`src/rtl/alu_seq_pkg.sv`:
```
// Shared types and constants for the alu_seq_ctrl sequencer: FSM states,
// opcodes, ALU operation codes and instruction field positions.
package alu_seq_pkg;

  typedef enum logic [2:0] {
    IDLE    = 3'd0,
    FETCH   = 3'd1,
    DECODE  = 3'd2,
    EXECUTE = 3'd3,
    HALT    = 3'd4
  } state_t;

  localparam logic [3:0] OP_NOP  = 4'h0;
  localparam logic [3:0] OP_ALU  = 4'h1;
  localparam logic [3:0] OP_LDI  = 4'h2;
  localparam logic [3:0] OP_BEQZ = 4'h3;
  localparam logic [3:0] OP_JMP  = 4'h4;
  localparam logic [3:0] OP_HALT = 4'hF;

  typedef enum logic [1:0] {
    ALU_ADD = 2'b00,
    ALU_SUB = 2'b01,
    ALU_AND = 2'b10,
    ALU_OR  = 2'b11
  } alu_op_t;

  localparam int OPC_MSB   = 15;
  localparam int OPC_LSB   = 12;
  localparam int ALUOP_MSB = 11;
  localparam int ALUOP_LSB = 10;
  localparam int RD_MSB    = 9;
  localparam int RD_LSB    = 8;
  localparam int RS_MSB    = 7;
  localparam int RS_LSB    = 6;
  localparam int RT_MSB    = 5;
  localparam int RT_LSB    = 4;
  localparam int IMM_MSB   = 7;
  localparam int IMM_LSB   = 0;

endpackage

```
`src/rtl/alu.sv`:
```
// 8-bit, 4-operation combinational ALU with zero flag; arithmetic wraps.
module alu
  import alu_seq_pkg::*;
(
  input  logic [7:0] a,
  input  logic [7:0] b,
  input  logic [1:0] op,
  output logic [7:0] result,
  output logic       zero_flag
);

  always_comb begin
    result = 8'h00;
    case (op)
      ALU_ADD: result = a + b;
      ALU_SUB: result = a - b;
      ALU_AND: result = a & b;
      ALU_OR:  result = a | b;
      default: result = 8'h00;
    endcase
  end

  assign zero_flag = (result == 8'h00);

endmodule

```
`src/rtl/alu_seq_ctrl_regfile_4x8.sv`:
```
// 4x8 register file: one synchronous write port, two combinational operand
// reads and a combinational debug read. Cleared by synchronous reset.
module regfile_4x8 (
  input  logic       clk,
  input  logic       rst,
  input  logic       we,
  input  logic [1:0] waddr,
  input  logic [7:0] wdata,
  input  logic [1:0] raddr_a,
  input  logic [1:0] raddr_b,
  input  logic [1:0] dbg_sel,
  output logic [7:0] rdata_a,
  output logic [7:0] rdata_b,
  output logic [7:0] dbg_data
);

  logic [7:0] regs [4];

  always_ff @(posedge clk) begin
    if (rst) begin
      for (int i = 0; i < 4; i++) regs[i] <= 8'h00;
    end else if (we) begin
      regs[waddr] <= wdata;
    end
  end

  assign rdata_a  = regs[raddr_a];
  assign rdata_b  = regs[raddr_b];
  assign dbg_data = regs[dbg_sel];

endmodule

```
`src/rtl/alu_seq_ctrl.sv`:
```
// Multi-cycle fetch/decode/execute sequencer driving the 8-bit ALU and a
// 4x8 register file from a 16-bit request/valid instruction memory.
//
// state   | meaning
// IDLE    | waiting for start
// FETCH   | imem_req held at pc until imem_valid or fetch timeout
// DECODE  | latch operands reg[rs], reg[rt]
// EXECUTE | writeback, zflag and pc update, retire pulse
// HALT    | terminal until reset (HALT opcode, illegal opcode, timeout)
module alu_seq_ctrl
  import alu_seq_pkg::*;
#(
  parameter logic [7:0] RESET_PC      = 8'h00,
  parameter int         FETCH_TIMEOUT = 16
) (
  input  logic        clk,
  input  logic        rst,
  input  logic        start,
  output logic        imem_req,
  output logic [7:0]  imem_addr,
  input  logic        imem_valid,
  input  logic [15:0] imem_data,
  output logic        busy,
  output logic        halted,
  output logic        illegal,
  output logic        fetch_err,
  output logic        retire,
  output logic [7:0]  pc_out,
  output logic        zflag,
  input  logic [1:0]  dbg_sel,
  output logic [7:0]  dbg_data
);

  localparam logic [7:0] TMO_LAST = 8'(FETCH_TIMEOUT - 1);

  state_t      state, state_nxt;
  logic [7:0]  pc, pc_nxt;
  logic [15:0] ir, ir_nxt;
  logic [7:0]  opnd_a, opnd_a_nxt;
  logic [7:0]  opnd_b, opnd_b_nxt;
  logic        zflag_q, zflag_nxt;
  logic        illegal_q, illegal_nxt;
  logic        fetch_err_q, fetch_err_nxt;
  logic [7:0]  tmo_cnt, tmo_cnt_nxt;
  logic        retire_c;
  logic        rf_we;
  logic [7:0]  rf_wdata;
  logic [7:0]  rf_rdata_a, rf_rdata_b;
  logic [7:0]  alu_result;
  logic        alu_zero;

  logic [3:0]  opcode;
  logic [1:0]  fld_aluop, fld_rd, fld_rs, fld_rt;
  logic [7:0]  fld_imm;

  assign opcode    = ir[OPC_MSB:OPC_LSB];
  assign fld_aluop = ir[ALUOP_MSB:ALUOP_LSB];
  assign fld_rd    = ir[RD_MSB:RD_LSB];
  assign fld_rs    = ir[RS_MSB:RS_LSB];
  assign fld_rt    = ir[RT_MSB:RT_LSB];
  assign fld_imm   = ir[IMM_MSB:IMM_LSB];

  regfile_4x8 u_regfile (
    .clk      (clk),
    .rst      (rst),
    .we       (rf_we),
    .waddr    (fld_rd),
    .wdata    (rf_wdata),
    .raddr_a  (fld_rs),
    .raddr_b  (fld_rt),
    .dbg_sel  (dbg_sel),
    .rdata_a  (rf_rdata_a),
    .rdata_b  (rf_rdata_b),
    .dbg_data (dbg_data)
  );

  alu u_alu (
    .a         (opnd_a),
    .b         (opnd_b),
    .op        (fld_aluop),
    .result    (alu_result),
    .zero_flag (alu_zero)
  );

  always_ff @(posedge clk) begin
    if (rst) begin
      state       <= IDLE;
      pc          <= RESET_PC;
      ir          <= 16'h0000;
      opnd_a      <= 8'h00;
      opnd_b      <= 8'h00;
      zflag_q     <= 1'b0;
      illegal_q   <= 1'b0;
      fetch_err_q <= 1'b0;
      tmo_cnt     <= 8'h00;
    end else begin
      state       <= state_nxt;
      pc          <= pc_nxt;
      ir          <= ir_nxt;
      opnd_a      <= opnd_a_nxt;
      opnd_b      <= opnd_b_nxt;
      zflag_q     <= zflag_nxt;
      illegal_q   <= illegal_nxt;
      fetch_err_q <= fetch_err_nxt;
      tmo_cnt     <= tmo_cnt_nxt;
    end
  end

  always_comb begin
    state_nxt     = state;
    pc_nxt        = pc;
    ir_nxt        = ir;
    opnd_a_nxt    = opnd_a;
    opnd_b_nxt    = opnd_b;
    zflag_nxt     = zflag_q;
    illegal_nxt   = illegal_q;
    fetch_err_nxt = fetch_err_q;
    tmo_cnt_nxt   = tmo_cnt;
    retire_c      = 1'b0;
    rf_we         = 1'b0;
    rf_wdata      = fld_imm;
    case (state)
      IDLE: begin
        if (start) state_nxt = FETCH;
      end
      FETCH: begin
        if (imem_valid) begin
          ir_nxt      = imem_data;
          tmo_cnt_nxt = 8'h00;
          state_nxt   = DECODE;
        end else if (tmo_cnt == TMO_LAST) begin
          fetch_err_nxt = 1'b1;
          tmo_cnt_nxt   = 8'h00;
          state_nxt     = HALT;
        end else begin
          tmo_cnt_nxt = tmo_cnt + 8'd1;
        end
      end
      DECODE: begin
        opnd_a_nxt = rf_rdata_a;
        opnd_b_nxt = rf_rdata_b;
        state_nxt  = EXECUTE;
      end
      EXECUTE: begin
        state_nxt = FETCH;
        retire_c  = 1'b1;
        pc_nxt    = pc + 8'd1;
        case (opcode)
          OP_NOP: ;
          OP_ALU: begin
            rf_we     = 1'b1;
            rf_wdata  = alu_result;
            zflag_nxt = alu_zero;
          end
          OP_LDI:  rf_we = 1'b1;
          OP_BEQZ: if (zflag_q) pc_nxt = fld_imm;
          OP_JMP:  pc_nxt = fld_imm;
          OP_HALT: begin
            pc_nxt    = pc;
            state_nxt = HALT;
          end
          default: begin
            // undefined opcode: nothing architectural changes except the flag
            pc_nxt      = pc;
            retire_c    = 1'b0;
            illegal_nxt = 1'b1;
            state_nxt   = HALT;
          end
        endcase
      end
      HALT: ;
      default: state_nxt = IDLE;
    endcase
  end

  assign imem_req  = (state == FETCH);
  assign imem_addr = pc;
  assign busy      = (state == FETCH) || (state == DECODE) || (state == EXECUTE);
  assign halted    = (state == HALT);
  assign illegal   = illegal_q;
  assign fetch_err = fetch_err_q;
  assign retire    = retire_c;
  assign pc_out    = pc;
  assign zflag     = zflag_q;

endmodule

```
`config.mk`:
```
export PLATFORM = sky130hd
export DESIGN_NAME = alu_seq_ctrl
export DESIGN_NICKNAME = d
export VERILOG_FILES = /design/src/rtl/alu_seq_pkg.sv /design/src/rtl/alu.sv /design/src/rtl/alu_seq_ctrl_regfile_4x8.sv /design/src/rtl/alu_seq_ctrl.sv
export SDC_FILE = /design/constraint.sdc
export NUM_CORES = 1
export LEC_CHECK = 0
export CELL_PAD_IN_SITES_DETAIL_PLACEMENT = 1
export CELL_PAD_IN_SITES_GLOBAL_PLACEMENT = 2
export CORE_AREA = 5 5 125 127
export DETAILED_ROUTE_END_ITERATION = 7
export DIE_AREA = 0 0 130 132
export GPL_TIMING_DRIVEN = 0
export PLACE_DENSITY = 0.75
export SYNTH_ARGS = -nofsm -noshare
export SYNTH_HDL_FRONTEND = slang
export SYNTH_SLANG_ARGS = --single-unit
```
`constraint.sdc`:
```
create_clock -name clk -period 3.78 [get_ports clk]
set_input_delay 1.134 -clock clk [delete_from_list [all_inputs] [get_ports clk]]
set_output_delay 1.134 -clock clk [all_outputs]
set_load 0.1 [all_outputs]
```
# After elaboration in Yosys (flattened, before gate mapping)
# Memory sizes are Yosys's and may differ from the RTL's. A register that Yosys moved wholly into a read port is not among the register bits.
# Index checks and enable logic that the tools add are counted.
# word_totals
wordCells	74
out_inout_bits	31
reg_bits	38
n_memories	1
ram_bits	32
input_bits	22
# classes
n_mux	24
reduce_logical	18
n_eq_ne	15
addsub	4
bitwise	5
# mem_list
name	depth	width	read_ports	rd_ports_with_merged_regs	write_ports	line_no	rtl
u_regfile.regs	4	8	3	2	4	alu_seq_ctrl_regfile_4x8.sv:17	logic [7:0] regs [4];
# op_table
op	n
8-bit 2-to-1 mux	6
8-bit one-hot mux with 4 select lines	1
8-bit one-hot mux with 3 select lines	1
8-bit by 1-bit adder with 8-bit output, second input constant	2
3-bit one-hot mux with 5 select lines	1
3-bit 2-to-1 mux	4
1-bit 2-to-1 mux	10
8-bit adder	1
8-bit AND	1
4-bit by 2-bit == test with 1-bit output, second input constant	2
8-bit by 4-bit == test with 1-bit output, second input constant	1
8-bit zero test	1
8-bit bitwise OR	1
2-bit AND reduction	4
8-bit OR reduction	1
8-bit subtractor	1
3-bit by 2-bit == test with 1-bit output, second input constant	2
3-bit AND reduction	2
6-bit OR reduction	1
5-bit OR reduction	1
2-bit == test, second input constant	2
4-bit by 1-bit == test with 1-bit output, second input constant	1
4-bit by 3-bit == test with 1-bit output, second input constant	1
4-bit == test, second input constant	1
other kinds (14)	17

# Longest topological paths before layout
# logic_depth
depth_word	9
depth_mapped	11
ltp_nobuf	11

# Hierarchy
# A second synthesis with hierarchy kept.
# hier_totals
cells_unflattened	510
area_unflattened_um2	5097.4
# by_module_without_submodules
mod	seq_area_each_um2	area_per_inst_um2	cells_per_inst	instances
alu_seq_ctrl	1081.0	2518.7	311	1
regfile_4x8	960.9	1868.0	104	1
alu	0.0	710.7	95	1

# Least setup slack after synthesis
# No wires, ideal clock.
# synth_timing
path_kind	in2out
start	in dbg_sel[0]
end	out dbg_data[0]
t_required_ps	2646
path_slack_ps	252
cell_stages	2
n_path_buf	1
arrival_ps	2394
cell_sequence	clkbuf_1 mux4_2
# synth_via
elab_chain_cells	1
# synth_lines
item	line_no	rtl
start: declaration	alu_seq_ctrl.sv:30	input logic [1:0] dbg_sel,
memory read 4 x 8 bit	-	
end: declaration	alu_seq_ctrl.sv:31	output logic [7:0] dbg_data
# Every way passes these cells.

# Worst setup path in the final report
# layout_timing
start	in dbg_sel[0]
end	out dbg_data[7]
# Same word-level chain as after synthesis.

==> results.cfg <==
[setup_path]
critical-path-top-delay-family = buffers and inverters
critical_path_buf_inv_count = 2
setup.worst_path.class = input pin to output port
r2r_start = ir[11]$_SDFFE_PP0P_
cp_cell_sequence = clkbuf_2 -> mux4_2 -> clkdlybuf4s15_2
cp_data_required_time_ps = 2650
critPathLaunch = dbg_sel[0]
setup.worst_path.end_class = output port
slowest_delay_ps = 580
start_kind = input pin
cp_max_fo = 8
crit_arrival_ps = 2500
critPathSlowestCell = mux4_2

[logic_synthesis]
synth_area_leaders = dfxtp_1 22%, edfxtp_1 19%, mux4_2 11%, nand2_1 7.5%, a21oi_1 6.3%
yosys_register_bits = 86
synth_ff_type = dfxtp_1
synth.most_common_cell = nand2_1
ys_async_sr_fraction = 0
ys_seq_area_frac = 0.414
ys_types = 60
syn_avg_cell_area_um2 = 9.14
yosysWarnings = 0
syn_area_um2 = 4930
synth.cells.most_frequent = 98 x nand2_1, 63 x nor2_1, 62 x a21oi_1
synth_area_leader_cell = dfxtp_1
netlist.area_leader.share = 0.219
syn_inst = 539
synth_edf_count = 32
syn_nets = 574

[timing]
skew_ps = 10.3
slew_viol_final = 0
finalSetupViolations = 0
rsz0062_at_grt = no
fmax_mhz = 275
holdWs_ps = 470
fin_crit_ps = 3640
period_share = 0.962
tightest_slew_ps = 978
relSlewSlack = 0.346
setup_ws_ps = 142
hold_viol_final = 0

[global_route]
antenna_found_initial = 0
grt_pass1_vias = 4458
grt_pass1_wl_um = 24200
grt_overflow = 0
grt_max_degree = 16
grt_usage = 0.182

[floorplanning]
die_h_um = 132
die_area_um2 = 17200
ios = 53
initial_core_util = 0.344
row_count = 44
fp.coreArea_um2 = 14300
die_w_um = 130

[detailed_routing]
vias = 4156
drt_pass1_iterations = 4
drtIter0Drc = 252
ant_nets = 0
drcViolationCount = 0
drt_wl_total_um = 14800
wl_per_cell_um = 18.8
viasPerCell = 5.27

[clock_tree]
cts_buffers = 9
cts_tree = done
cts.path.max_buffers = 2
htreeDepth = 3
clock-root-buffer = clkbuf_16
path_clk_slew_ps = 60
clk_latency_ps = 350
clock-sinks = 86
ctsHoldBuffers = 0

[pwr]
combPwrFrac = 0.207
vdd_ir_drop_max_mv = 0.275
power.leakage_uw = 0.00208
netSwitchingFraction = 0.304
power_frac_seq = 0.425
powerDensity_nw_per_um2 = 404
p_sw_uw = 731
internal_power_uw = 1670
p_clk_frac = 0.368

[place]
place_congestion = 0.844
place_ws_ps = -711
dp_hpwl_um = 11400
io_buffer_count = 49
dpl.cell_count = 772
placed_area_um2 = 5650

[finish]
nets = 634
seqCellArea_um2 = 2040
design_area_um2 = 5960
final-instance-count-excl-fill = 788
finish.utilization = 0.416
multi_input_comb_area_um2 = 2630
area.growth.synth_to_final_pct = 20.8
drive_gt1_frac = 0.137
n_fill_cell = 1695
insertedDiodeCount = 0

[run_status]
outcome = finished, final reports clean

[job]
cap_viol_max_count = 0

[min_path]
hold_class = flip-flop to flip-flop
hp-start = fetch_err$_SDFFE_PP0P_
## cells in the final DEF, fill, tap and decap left out, types with 3 or more instances in the layout
master           Yosys  routed
buf_4               10      10
clkdlybuf4s15_2      0       8
mux4_2              24      24
nor2_1              63      63
dfxtp_1             54      54
clkbuf_1            18      18
nand2_1             98      98
xnor2_1              7       7
a21oi_1             62      62
inv_1               18      18
nor3_1              11      11
nand2b_1             5       5
a21o_1               3       3
o21ai_0             16      16
o211ai_1             4       4
mux2i_1              3       3
edfxtp_1            32      32
nand3_1              7       7
clkbuf_16            0       9
o22ai_1              3       3
and3_1               6       6
or3_1                4       4
a211o_1              4       4
nor3b_1              4       4
maj3_1               4       4
ha_1                12      12
nand3b_1             4       4
clkdlybuf4s50_1      0      39
buf_2               10      10
nor2b_1              6       6
a31oi_1              4       4
or3b_2               3       3
## per-stage QoR
stage	setup TNS (ps)	power [uW]
5_1_grt	0	2510
4_1_cts	0	2430
3_3_place_gp	-5200	1540
2_1_floorplan	0	1390
3_5_place_dp	-5430	1550
6_report	0	2410
## state kept, by name (all words and copies together), names as in the netlist
signal and count:
opnd_a 8, zflag 1, u_regfile.regs 32, fetch_err 1, opnd_b 8, illegal 1, state 3, tmo_cnt 8
ir 16, imem_addr 8
## worst paths after layout
path / to / slack, ps / depth (start not counted)
worst min-delay path: fetch_err$_SDFFE_PP0P_ / 470 / 2
worst max-delay path: dbg_data[7] / 140 / 3
worst min register to register: fetch_err$_SDFFE_PP0P_ / 470 / 2
worst max register to register: zflag$_SDFFE_PP0P_ / 620 / 10
## kinds of logic (layout without fill, tap and decap cells)
group / count (synthesis) / after routing / synth area share
xor+xnor: 8 / 8 / 0.0142
buf+inv: 57 / 122 / 0.0536
flops: 86 / 86 / 0.414
mux: 29 / 29 / 0.120
fa+ha+maj: 17 / 17 / 0.0427
simple gates: 230 / 230 / 0.221
compound gates: 112 / 112 / 0.134
## routing by layer
metal	global-route usage	vias up	routed length (um)	part of all wire
met2	0.293	43	7140	0.48
li1	-	2038	-	-
met5	0	-	0	0
met1	0.251	2057	7100	0.48
met4	0.0635	0	323	0.022
met3	0.0263	18	275	0.019
## layout make-up
cell class	instances	share of cell area
buffer	39	0.0332
clock buffer	10	0.0384
clock inverter	6	0.0107
inverter	18	0.0113
multi-input combinational	396	0.441
sequential	86	0.343
tap	184	0.0387
timing repair buffer	49	0.0836
## power groups by stage
stage	Sequential (uW)	Clock (uW)	Combinational, uW
final	1020	885	499
after detailed placement	1040	0	503
after global placement	1040	0	495
after CTS	1020	908	502
after floorplan	1030	0	359
after global routing	1030	944	540
## worst min-delay path: stages, from the launching register on
cell,delay (ps)
dfxtp_1,330
a21oi_1,40
nor2_1,70
## what timing repair did
item | in CTS | in global routing
endpoints found under the setup margin | 10 | 0
resized for setup | 27 | 0
buffers inserted | 0 | 0
Note: power is estimated with default switching activity, not from simulation.
